[src/rtl/aes_ctrl_pkg.sv]
// Shared types and constants for the AES round controller: FSM states, round-type
// selector codes, key-length codes and the key-length to round-count mapping.
package aes_ctrl_pkg;

    typedef enum logic [2:0] {
        ST_IDLE  = 3'd0,
        ST_LOAD  = 3'd1,
        ST_INIT  = 3'd2,
        ST_KEY   = 3'd3,
        ST_ROUND = 3'd4,
        ST_FINAL = 3'd5,
        ST_DONE  = 3'd6
    } ctrl_state_t;

    typedef enum logic [1:0] {
        RS_ARK   = 2'd0,
        RS_FULL  = 2'd1,
        RS_FINAL = 2'd2
    } round_sel_t;

    localparam logic [1:0] KEYLEN_128 = 2'd0;
    localparam logic [1:0] KEYLEN_192 = 2'd1;
    localparam logic [1:0] KEYLEN_256 = 2'd2;

    localparam logic [3:0] NR_128 = 4'd10;
    localparam logic [3:0] NR_192 = 4'd12;
    localparam logic [3:0] NR_256 = 4'd14;

    function automatic logic [3:0] nr_of(input logic [1:0] key_len);
        logic [3:0] nr;
        case (key_len)
            KEYLEN_128: nr = NR_128;
            KEYLEN_192: nr = NR_192;
            KEYLEN_256: nr = NR_256;
            default:    nr = NR_128;
        endcase
        return nr;
    endfunction

endpackage

[src/rtl/aes_round_cnt.sv]
// Loadable round-key index counter that saturates at end_val and flags the last round.
// The count-down path exists only when AES_ROUND_CTRL_DEC_EN is defined.
module aes_round_cnt #(
    parameter int W = 4
) (
    input  logic         clk,
    input  logic         reset_n,
    input  logic         load,
    input  logic [W-1:0] load_val,
    input  logic         step,
    input  logic         down,
    input  logic [W-1:0] end_val,
    output logic [W-1:0] cnt,
    output logic         last
);

    localparam logic [W-1:0] ONE  = {{(W-1){1'b0}}, 1'b1};
    localparam logic [W-1:0] ZERO = {W{1'b0}};

    logic [W-1:0] cnt_d;
    logic [W-1:0] cnt_q;

`ifndef AES_ROUND_CTRL_DEC_EN
    logic down_unused;
    assign down_unused = down;
`endif

    // Next count: load has priority; a step never moves past the bound.
    always_comb begin
        cnt_d = cnt_q;
        if (load) begin
            cnt_d = load_val;
        end else if (step) begin
`ifdef AES_ROUND_CTRL_DEC_EN
            if (down) begin
                if (cnt_q != ZERO) begin
                    cnt_d = cnt_q - ONE;
                end else begin
                    cnt_d = cnt_q;
                end
            end else if (cnt_q < end_val) begin
                cnt_d = cnt_q + ONE;
            end else begin
                cnt_d = cnt_q;
            end
`else
            if (cnt_q < end_val) begin
                cnt_d = cnt_q + ONE;
            end else begin
                cnt_d = cnt_q;
            end
`endif
        end else begin
            cnt_d = cnt_q;
        end
    end

    // Counter register.
    always_ff @(posedge clk or negedge reset_n) begin
        if (!reset_n) begin
            cnt_q <= ZERO;
        end else begin
            cnt_q <= cnt_d;
        end
    end

    assign cnt  = cnt_q;
    assign last = (cnt_q == end_val);

endmodule

[src/rtl/aes_round_ctrl.sv]
// AES-128/192/256 round sequencer: LOAD, INIT (AddRoundKey), (KEY, ROUND) x (Nr-1), KEY, FINAL, DONE.
// Decryption ordering (descending round index) is built only when AES_ROUND_CTRL_DEC_EN is defined.
module aes_round_ctrl
    import aes_ctrl_pkg::*;
#(
    parameter int IDX_W       = 4,
    parameter int MAX_KEY_LEN = 2
) (
    input  logic             clk,
    input  logic             reset_n,
    input  logic             start,
    input  logic [1:0]       key_len,
    input  logic             decrypt,
    input  logic             out_ready,
    output logic             busy,
    output logic             out_valid,
    output logic             err,
    output logic             load_en,
    output logic             key_step_en,
    output logic             state_en,
    output logic [1:0]       round_sel,
    output logic [IDX_W-1:0] round_idx
);

    localparam logic [1:0]       MAX_KL   = 2'(MAX_KEY_LEN);
    localparam logic [IDX_W-1:0] IDX_ZERO = {IDX_W{1'b0}};

    ctrl_state_t      state_d, state_q;
    logic [IDX_W-1:0] nr_d, nr_q;
    logic             dir_d, dir_q;
    logic             err_d, err_q;
    logic             busy_d, busy_q;
    logic             out_valid_d, out_valid_q;
    logic             load_en_d, load_en_q;
    logic             key_step_en_d, key_step_en_q;
    logic             state_en_d, state_en_q;
    round_sel_t       round_sel_d, round_sel_q;

    logic             key_ok_s;
    logic [IDX_W-1:0] nr_new_s;
    logic             dir_new_s;
    logic             cnt_load_s;
    logic             cnt_step_s;
    logic [IDX_W-1:0] cnt_start_s;
    logic [IDX_W-1:0] cnt_end_s;
    logic [IDX_W-1:0] cnt_s;
    logic             last_s;

    assign key_ok_s = (key_len <= MAX_KL);
    assign nr_new_s = IDX_W'(nr_of(key_len));

`ifdef AES_ROUND_CTRL_DEC_EN
    assign dir_new_s = decrypt;
`else
    logic decrypt_unused;
    assign decrypt_unused = decrypt;
    assign dir_new_s      = 1'b0;
`endif

    // Encryption walks 0 -> Nr, decryption walks Nr -> 0.
    assign cnt_start_s = dir_q ? nr_q : IDX_ZERO;
    assign cnt_end_s   = dir_q ? IDX_ZERO : nr_q;

    aes_round_cnt #(
        .W (IDX_W)
    ) u_cnt (
        .clk      (clk),
        .reset_n  (reset_n),
        .load     (cnt_load_s),
        .load_val (cnt_start_s),
        .step     (cnt_step_s),
        .down     (dir_q),
        .end_val  (cnt_end_s),
        .cnt      (cnt_s),
        .last     (last_s)
    );

    // Next-state logic, block parameter capture and counter control.
    always_comb begin
        state_d    = state_q;
        nr_d       = nr_q;
        dir_d      = dir_q;
        err_d      = 1'b0;
        cnt_load_s = 1'b0;
        cnt_step_s = 1'b0;
        case (state_q)
            ST_IDLE: begin
                if (start && key_ok_s) begin
                    state_d = ST_LOAD;
                    nr_d    = nr_new_s;
                    dir_d   = dir_new_s;
                end else begin
                    state_d = ST_IDLE;
                    err_d   = start;
                end
            end
            ST_LOAD: begin
                state_d    = ST_INIT;
                cnt_load_s = 1'b1;
            end
            ST_INIT: begin
                state_d    = ST_KEY;
                cnt_step_s = 1'b1;
            end
            ST_KEY: begin
                // The counter already holds the freshly stepped index here.
                if (last_s) begin
                    state_d = ST_FINAL;
                end else begin
                    state_d = ST_ROUND;
                end
            end
            ST_ROUND: begin
                state_d    = ST_KEY;
                cnt_step_s = 1'b1;
            end
            ST_FINAL: begin
                state_d = ST_DONE;
            end
            ST_DONE: begin
                if (out_ready && start && key_ok_s) begin
                    state_d = ST_LOAD;
                    nr_d    = nr_new_s;
                    dir_d   = dir_new_s;
                end else if (out_ready) begin
                    state_d = ST_IDLE;
                    err_d   = start;
                end else begin
                    state_d = ST_DONE;
                end
            end
            default: begin
                state_d = ST_IDLE;
            end
        endcase
    end

    // Outputs decoded from the next state so they register in step with it.
    always_comb begin
        busy_d        = (state_d != ST_IDLE);
        out_valid_d   = (state_d == ST_DONE);
        load_en_d     = (state_d == ST_LOAD);
        key_step_en_d = (state_d == ST_KEY);
        state_en_d    = (state_d == ST_INIT) || (state_d == ST_ROUND) || (state_d == ST_FINAL);
        case (state_d)
            ST_ROUND: round_sel_d = RS_FULL;
            ST_FINAL: round_sel_d = RS_FINAL;
            default:  round_sel_d = RS_ARK;
        endcase
    end

    // State and captured block parameters.
    always_ff @(posedge clk or negedge reset_n) begin
        if (!reset_n) begin
            state_q <= ST_IDLE;
            nr_q    <= IDX_W'(NR_128);
            dir_q   <= 1'b0;
        end else begin
            state_q <= state_d;
            nr_q    <= nr_d;
            dir_q   <= dir_d;
        end
    end

    // Registered control outputs.
    always_ff @(posedge clk or negedge reset_n) begin
        if (!reset_n) begin
            err_q         <= 1'b0;
            busy_q        <= 1'b0;
            out_valid_q   <= 1'b0;
            load_en_q     <= 1'b0;
            key_step_en_q <= 1'b0;
            state_en_q    <= 1'b0;
            round_sel_q   <= RS_ARK;
        end else begin
            err_q         <= err_d;
            busy_q        <= busy_d;
            out_valid_q   <= out_valid_d;
            load_en_q     <= load_en_d;
            key_step_en_q <= key_step_en_d;
            state_en_q    <= state_en_d;
            round_sel_q   <= round_sel_d;
        end
    end

    assign err         = err_q;
    assign busy        = busy_q;
    assign out_valid   = out_valid_q;
    assign load_en     = load_en_q;
    assign key_step_en = key_step_en_q;
    assign state_en    = state_en_q;
    assign round_sel   = round_sel_q;
    assign round_idx   = cnt_s;

endmodule
[config.mk]
export PLATFORM = sky130hd
export DESIGN_NAME = aes_round_ctrl
export DESIGN_NICKNAME = d
export VERILOG_FILES = /design/src/rtl/aes_ctrl_pkg.sv /design/src/rtl/aes_round_cnt.sv /design/src/rtl/aes_round_ctrl.sv
export SDC_FILE = /design/constraint.sdc
export NUM_CORES = 1
export LEC_CHECK = 0
export CORE_MARGIN = 3
export CORE_UTILIZATION = 45
export CTS_CLUSTER_SIZE = 8
export DETAILED_ROUTE_END_ITERATION = 8
export MAX_ROUTING_LAYER = met4
export PLACE_DENSITY = 0.72
export SYNTH_ARGS = -nofsm -noshare
export SYNTH_HDL_FRONTEND = slang
export SYNTH_SLANG_ARGS = --single-unit
[constraint.sdc]
create_clock -name clk -period 4.2 [get_ports clk]
set_clock_uncertainty 0.05 [all_clocks]
set_input_delay 0.84 -clock clk [delete_from_list [all_inputs] [get_ports clk]]
set_output_delay 0.84 -clock clk [all_outputs]
set_load 0.01 [all_outputs]
==> metrics, run 1 <==
Main synth FF type dfrtp_1; Fin Setup TNS 0 ns; Ys Warns 0; vias per std cell 5.17; top post-synthesis cells by count 16 x dfrtp_1, 7 x nand2_1, 5 x ha_1, 5 x inv_1; number of port buffers 17; Worst Reg-to-Reg Cells 5; P&R area growth vs syn 22.1%; Worst EP arrival 1.32 ns; CTS buffer count 3; GRT Resource Usage Total 0.138; vias 631; DRC 0; postcts setup bufs 0; global-route wire length before repair 2510 um; Critical-path top delay cell clkdlybuf4s50_1; First-pass DRT Iterations 4; Post-layout nets 110; hold worst-path end nr_q[1]$_DFFE_PN1P_; std cell rows 15; RSZ-0062 raised after global routing false; clk slew on worst S/H paths 0.10 ns; period utilisation layout 0.526; I/O pin count 19; worst reg2reg path endpoint u_cnt.cnt[0]$_DFFE_PN0P_; final hold viol count 0; WHS Path Cells 2; clk root buf clkbuf_4; Antenna Nets Post-Route 0; initial antenna violation count 0; peak supply drop 392 uV; Post-Syn Nets 93; syn_area_per_cell 10.6 um^2; total die area 0.00247 mm^2; FF+latch count, synth 17; Top delay family on crit path buffers and inverters; cell count after synthesis 81; ANT cells 0; largest net degree at the start of global routing 19; P_leak 0.000465 uW; Resized cells post-CTS 0; Pwr Density 679 mW/mm^2; fillers 164; height of the die 49.7 um; Max transition margin 0.516; Hold Buf Count CTS 0; CP required 3.31 ns; H-tree depth reported by CTS 1; Multi-input gate area 374 um^2; Yosys top cell area share 0.465; Final Max Slew Viols 0; startpoint class of the critical path register; CTS tree yes; worst r2r src u_cnt.cnt[2]$_DFFE_PN0P_; Worst Setup End Kind output pin; # clock sinks 17; Worst Path Buf+Inv 1; worst reg2reg setup slack 2.40 ns; Yosys cell types 36; worst path cell trace clkdlybuf4s50_1; WL per Instance 12.1 um; slowest cell delay on critical path 0.57 ns; Hold Crit Class reg -> reg; CTS max path bufs 2; WS Path Type reg -> out; flip-flop and latch area 427 um^2; Yosys top cell by area dfrtp_1; share of post-route cells with drive strength above 1 0.0722; Starting Density 0.488; Post-synth EDFFs 0; number of global-route vias before repair 579; gr ovfl total 0; setup violators final 0; status finished, final reports clean; Routed WL 1480 um; register area share after synthesis 0.496; asr flop ratio synth 1.00; final core occ 0.596; min Tclk post-route 2.21 ns; Slew @ Worst Pin 0.724 ns; fmax 452 MHz; largest fanout on the critical path 7; Mapped Area 861 um^2; Max-cap violations 0; GP Congestion 0.753; top-count cell post-synth dfrtp_1; Hold Startpoint nr_q[1]$_DFFE_PN1P_; iteration-0 DRC count of the detailed router 14; HPWL after DPL 1090 um; Worst-Skew Late Latency 0.28 ns; Core ar. 0.00176 mm^2; Die X 49.7 um; top cells by area, synth dfrtp_1 47%, ha_1 7.3%, dfstp_2 3.1%
-- per-stage QoR --
stage | cell area (um^2) | cells | power [uW] | hold slack [ns] | worst slack [ns]
6_report | 1050 | 122 | 713 | 0.431 | 1.99
2_1_floorplan | 861 | 81 | 527 | 0.396 | 2.52
5_1_grt | 1050 | 122 | 774 | 0.451 | 1.92
4_1_cts | 1050 | 122 | 720 | 0.437 | 1.98
3_5_place_dp | 1020 | 118 | 631 | 0.423 | 1.96
3_3_place_gp | 1020 | 118 | 619 | 0.406 | 1.96
-- state kept, by name, summed over array words and instances, names as in the netlist --
register and cells:
busy 1, err 1, key_step_en 1, load_en 1, nr_q 2, out_valid 1, round_sel 2, state_en 1
state_q 3, u_cnt.cnt 4
-- cell families after synthesis --
kind of cell,synth area share
flops,0.496
fa+ha+maj,0.0727
simple gates,0.193
mux,0.0116
xor+xnor,0.0189
buf+inv,0.0698
compound gates,0.138
-- power breakdown --
group | internal (uW) | total, uW | switching, uW
combinational | 172 | 322 | 150
sequential | 229 | 307 | 78.6
clock | 36.8 | 83.9 | 47.1
-- layer usage --
metal	global-route usage	part of all wire	routed length [um]
met1	0.160	0.46	674
met3	0.0363	0.068	101
met2	0.220	0.47	687
met5	-	0	0
met4	0.0691	0.0088	13
-- worst max-delay path by stage --
stage / to / startpoint / depth (start not counted)
2_1_floorplan: u_cnt.cnt[3]$_DFFE_PN0P_ / u_cnt.cnt[2]$_DFFE_PN0P_ / 5
3_3_place_gp: state_q[0]$_DFF_PN0_ / key_len[0] / 5
3_5_place_dp: state_q[0]$_DFF_PN0_ / key_len[0] / 5
4_1_cts: round_idx[0] / u_cnt.cnt[0]$_DFFE_PN0P_ / 1
5_1_grt: round_idx[2] / u_cnt.cnt[2]$_DFFE_PN0P_ / 1
6_report: round_idx[0] / u_cnt.cnt[0]$_DFFE_PN0P_ / 1
-- area by class of cell --
type / count / share of cell area
sequential: 17 / 0.406
multi-input combinational: 53 / 0.356
timing repair buffer: 17 / 0.162
tap: 25 / 0.0298
clock buffer: 4 / 0.0250
inverter: 6 / 0.0214
-- cell usage in the layout, fill, tap and decap left out, types with 2 or more instances in the layout --
master	synthesis	routed
clkdlybuf4s50_1	0	17
dfrtp_1	16	16
nand2_1	7	7
inv_1	5	5
ha_1	5	5
a21oi_1	4	4
nor2b_1	4	4
nor3b_1	3	3
nor2_1	3	3
o21ai_1	3	3
clkbuf_4	0	3
nand3_1	2	2
a211oi_1	2	2
Note: power is estimated with default switching activity, not from simulation.
==> inputs of run 2 (changes only) <==
--- a/config.mk
+++ b/config.mk
@@ -6,7 +6,7 @@
 export NUM_CORES = 1
 export LEC_CHECK = 0
 export CORE_MARGIN = 3
-export CORE_UTILIZATION = 45
+export CORE_UTILIZATION = 43
 export CTS_CLUSTER_SIZE = 8
 export DETAILED_ROUTE_END_ITERATION = 8
 export MAX_ROUTING_LAYER = met4
==> constraint.sdc (replaced) <==
create_clock -name clk -period 1.8 [get_ports clk]
set_clock_uncertainty 0.05 [all_clocks]
set_input_delay 0.36 -clock clk [delete_from_list [all_inputs] [get_ports clk]]
set_output_delay 0.36 -clock clk [all_outputs]
set_load 0.01 [all_outputs]
==> metrics, run 2 (synthesized netlist as in run 1, its figures left out) <==
status finished, final reports clean; peak supply drop 768 uV (+96%); Max-cap violations 0 (unchanged); max reg flops 4 (unchanged); Worst EP arrival 1.85 ns (+0.53 ns); Fin Setup TNS 0 ns (unchanged); WS Path Type reg -> reg; total die area 0.00257 mm^2 (+4.1%); GRT Resource Usage Total 0.149 (+0.0104); Final Instance Count excl. Fillers 129 (+5.7%); I/O pin count 19 (unchanged); number of port buffers 17 (unchanged); Worst-Skew Late Latency 0.30 ns (+0.02 ns); min Tclk post-route 1.74 ns; gr ovfl total 0 (unchanged); final hold viol count 0 (unchanged); Worst Reg-to-Reg Cells 6 (+1); ANT cells 0 (unchanged); Critical-path top delay cell or4b_1; DP Area 0.00106 mm^2 (+3.7%); largest net degree at the start of global routing 12 (-7); # clock sinks 17 (unchanged); P_leak 0.000509 uW (+9.5%); Final Hold Slack 0.242 ns (-0.189 ns); std cell rows 15 (unchanged); Antenna Nets Post-Route 0 (unchanged); startpoint class of the critical path register; CP required 1.92 ns (-1.39 ns); Hold Buf Count CTS 0 (unchanged); Starting Density 0.478 (-0.0102); number of global-route vias before repair 614 (+6.0%); period utilisation layout 0.966; Post-layout nets 117 (+6.4%); First-pass DRT Iterations 4 (unchanged); worst r2r src nr_q[2]$_DFFE_PN0P_; global-route wire length before repair 2770 um (+10%); worst reg2reg setup slack 0.06 ns (-2.34 ns); initial antenna violation count 0 (unchanged); GP Congestion 0.786 (+4.3%); Hold Crit Class in -> async; P&R area growth vs syn 29.7%; vias per std cell 5.19 (+0.42%); most frequent cells in the layout 17 x clkdlybuf4s50_1, 16 x dfrtp_1, 7 x nand2_1, 7 x buf_4; Core ar. 0.00180 mm^2 (+2.1%); Die X 50.7 um (+2.0%); Final Cell Area 0.00112 mm^2 (+6.2%); placed cells 123 (+4.2%); Slew @ Worst Pin 0.322 ns (-0.402 ns); setup violators final 0 (unchanged); vias 670 (+6.2%); DRC 0 (unchanged); Final Max Slew Viols 0 (unchanged); iteration-0 DRC count of the detailed router 20 (+6); H-tree depth reported by CTS 1 (unchanged); share of post-route cells with drive strength above 1 0.163 (+0.0913); clk slew on worst S/H paths 0.11 ns (about the same); CTS buffer count 3 (unchanged); CTS max path bufs 2 (unchanged); slowest cell delay on critical path 0.49 ns (-0.08 ns); clk root buf clkbuf_4; height of the die 50.7 um (+2.0%); Max transition margin 0.785 (+0.270); HPWL after DPL 1170 um (+7.8%); worst path cell trace inv_1, ha_1, nor2b_4, or4b_1, mux2i_1, a21oi_1; largest fanout on the critical path 2 (-5); WL per Instance 12.7 um (+4.7%); Routed WL 1640 um (+11%); fmax 575 MHz; CTS tree yes; RSZ-0062 raised after global routing true; Worst Setup End Kind register; Pwr Density 1630 mW/mm^2 (+140%); commonest non-fill, non-tap cell in the layout clkdlybuf4s50_1; worst reg2reg path endpoint u_cnt.cnt[3]$_DFFE_PN0P_
[run 2: cell type report]
type,instances,area (um^2)
clock buffer,3,22.5
clock inverter,1,5.00
fill,158,686
inverter,6,22.5
multi-input combinational,53,385
sequential,17,427
tap,25,31.3
timing repair buffer,24,223
[run 2: timing repair]
action	4_1_cts	5_1_grt
setup buffers	0	2
endpoints found under the setup margin	0	2
gates resized for setup	0	3
[run 2: worst max path at each step]
| stage | start | endpoint | slack, ns | cells after the start |
|---|---|---|---|---|
| floorplan | u_cnt.cnt[2]$_DFFE_PN0P_ | u_cnt.cnt[3]$_DFFE_PN0P_ | 0.12 | 5 |
| global placement | key_len[0] | state_q[0]$_DFF_PN0_ | 0.05 | 5 |
| detailed placement | key_len[0] | state_q[0]$_DFF_PN0_ | 0.01 | 5 |
| CTS | u_cnt.cnt[2]$_DFFE_PN0P_ | round_idx[2] | 0.05 | 2 |
| global route | nr_q[2]$_DFFE_PN0P_ | u_cnt.cnt[3]$_DFFE_PN0P_ | -0.06 | 6 |
| finish | nr_q[2]$_DFFE_PN0P_ | u_cnt.cnt[3]$_DFFE_PN0P_ | 0.06 | 6 |
[run 2: critical path, delay by kind of cell, from the launching register on]
kind | cells | cell delay, ns
compound gates | 1 | 0.07
fa+ha+maj | 1 | 0.31
buf+inv | 1 | 0.05
flops | 1 | 0.36
mux | 1 | 0.16
simple gates | 2 | 0.63
[run 2: stage by stage]
| stage | util | worst slack [ns] | total power, uW |
|---|---|---|---|
| detailed placement | 0.590 | 0.0143 | 1520 |
| global placement | 0.590 | 0.0488 | 1490 |
| global route | 0.619 | -0.0580 | 1970 |
| floorplan | - | 0.116 | 1230 |
| finish | 0.619 | 0.0603 | 1820 |
| CTS | 0.605 | 0.0481 | 1730 |
[run 2: report_power, final]
part / leakage, uW / total [uW] / internal (uW) / switching, uW
Combinational: 0.000278 / 923 / 496 / 427
Sequential: 0.000214 / 692 / 534 / 159
Clock: 0.0000177 / 207 / 82.8 / 124
Total: 0.000509 / 1820 / 1110 / 710
[run 2: per-layer routing]
layer | share of wire | track usage | up-vias
met5 | 0 | - | -
met4 | 0.016 | 0.0673 | 0
met3 | 0.031 | 0.0356 | 4
met2 | 0.48 | 0.204 | 14
met1 | 0.48 | 0.206 | 321
li1 | - | - | 331
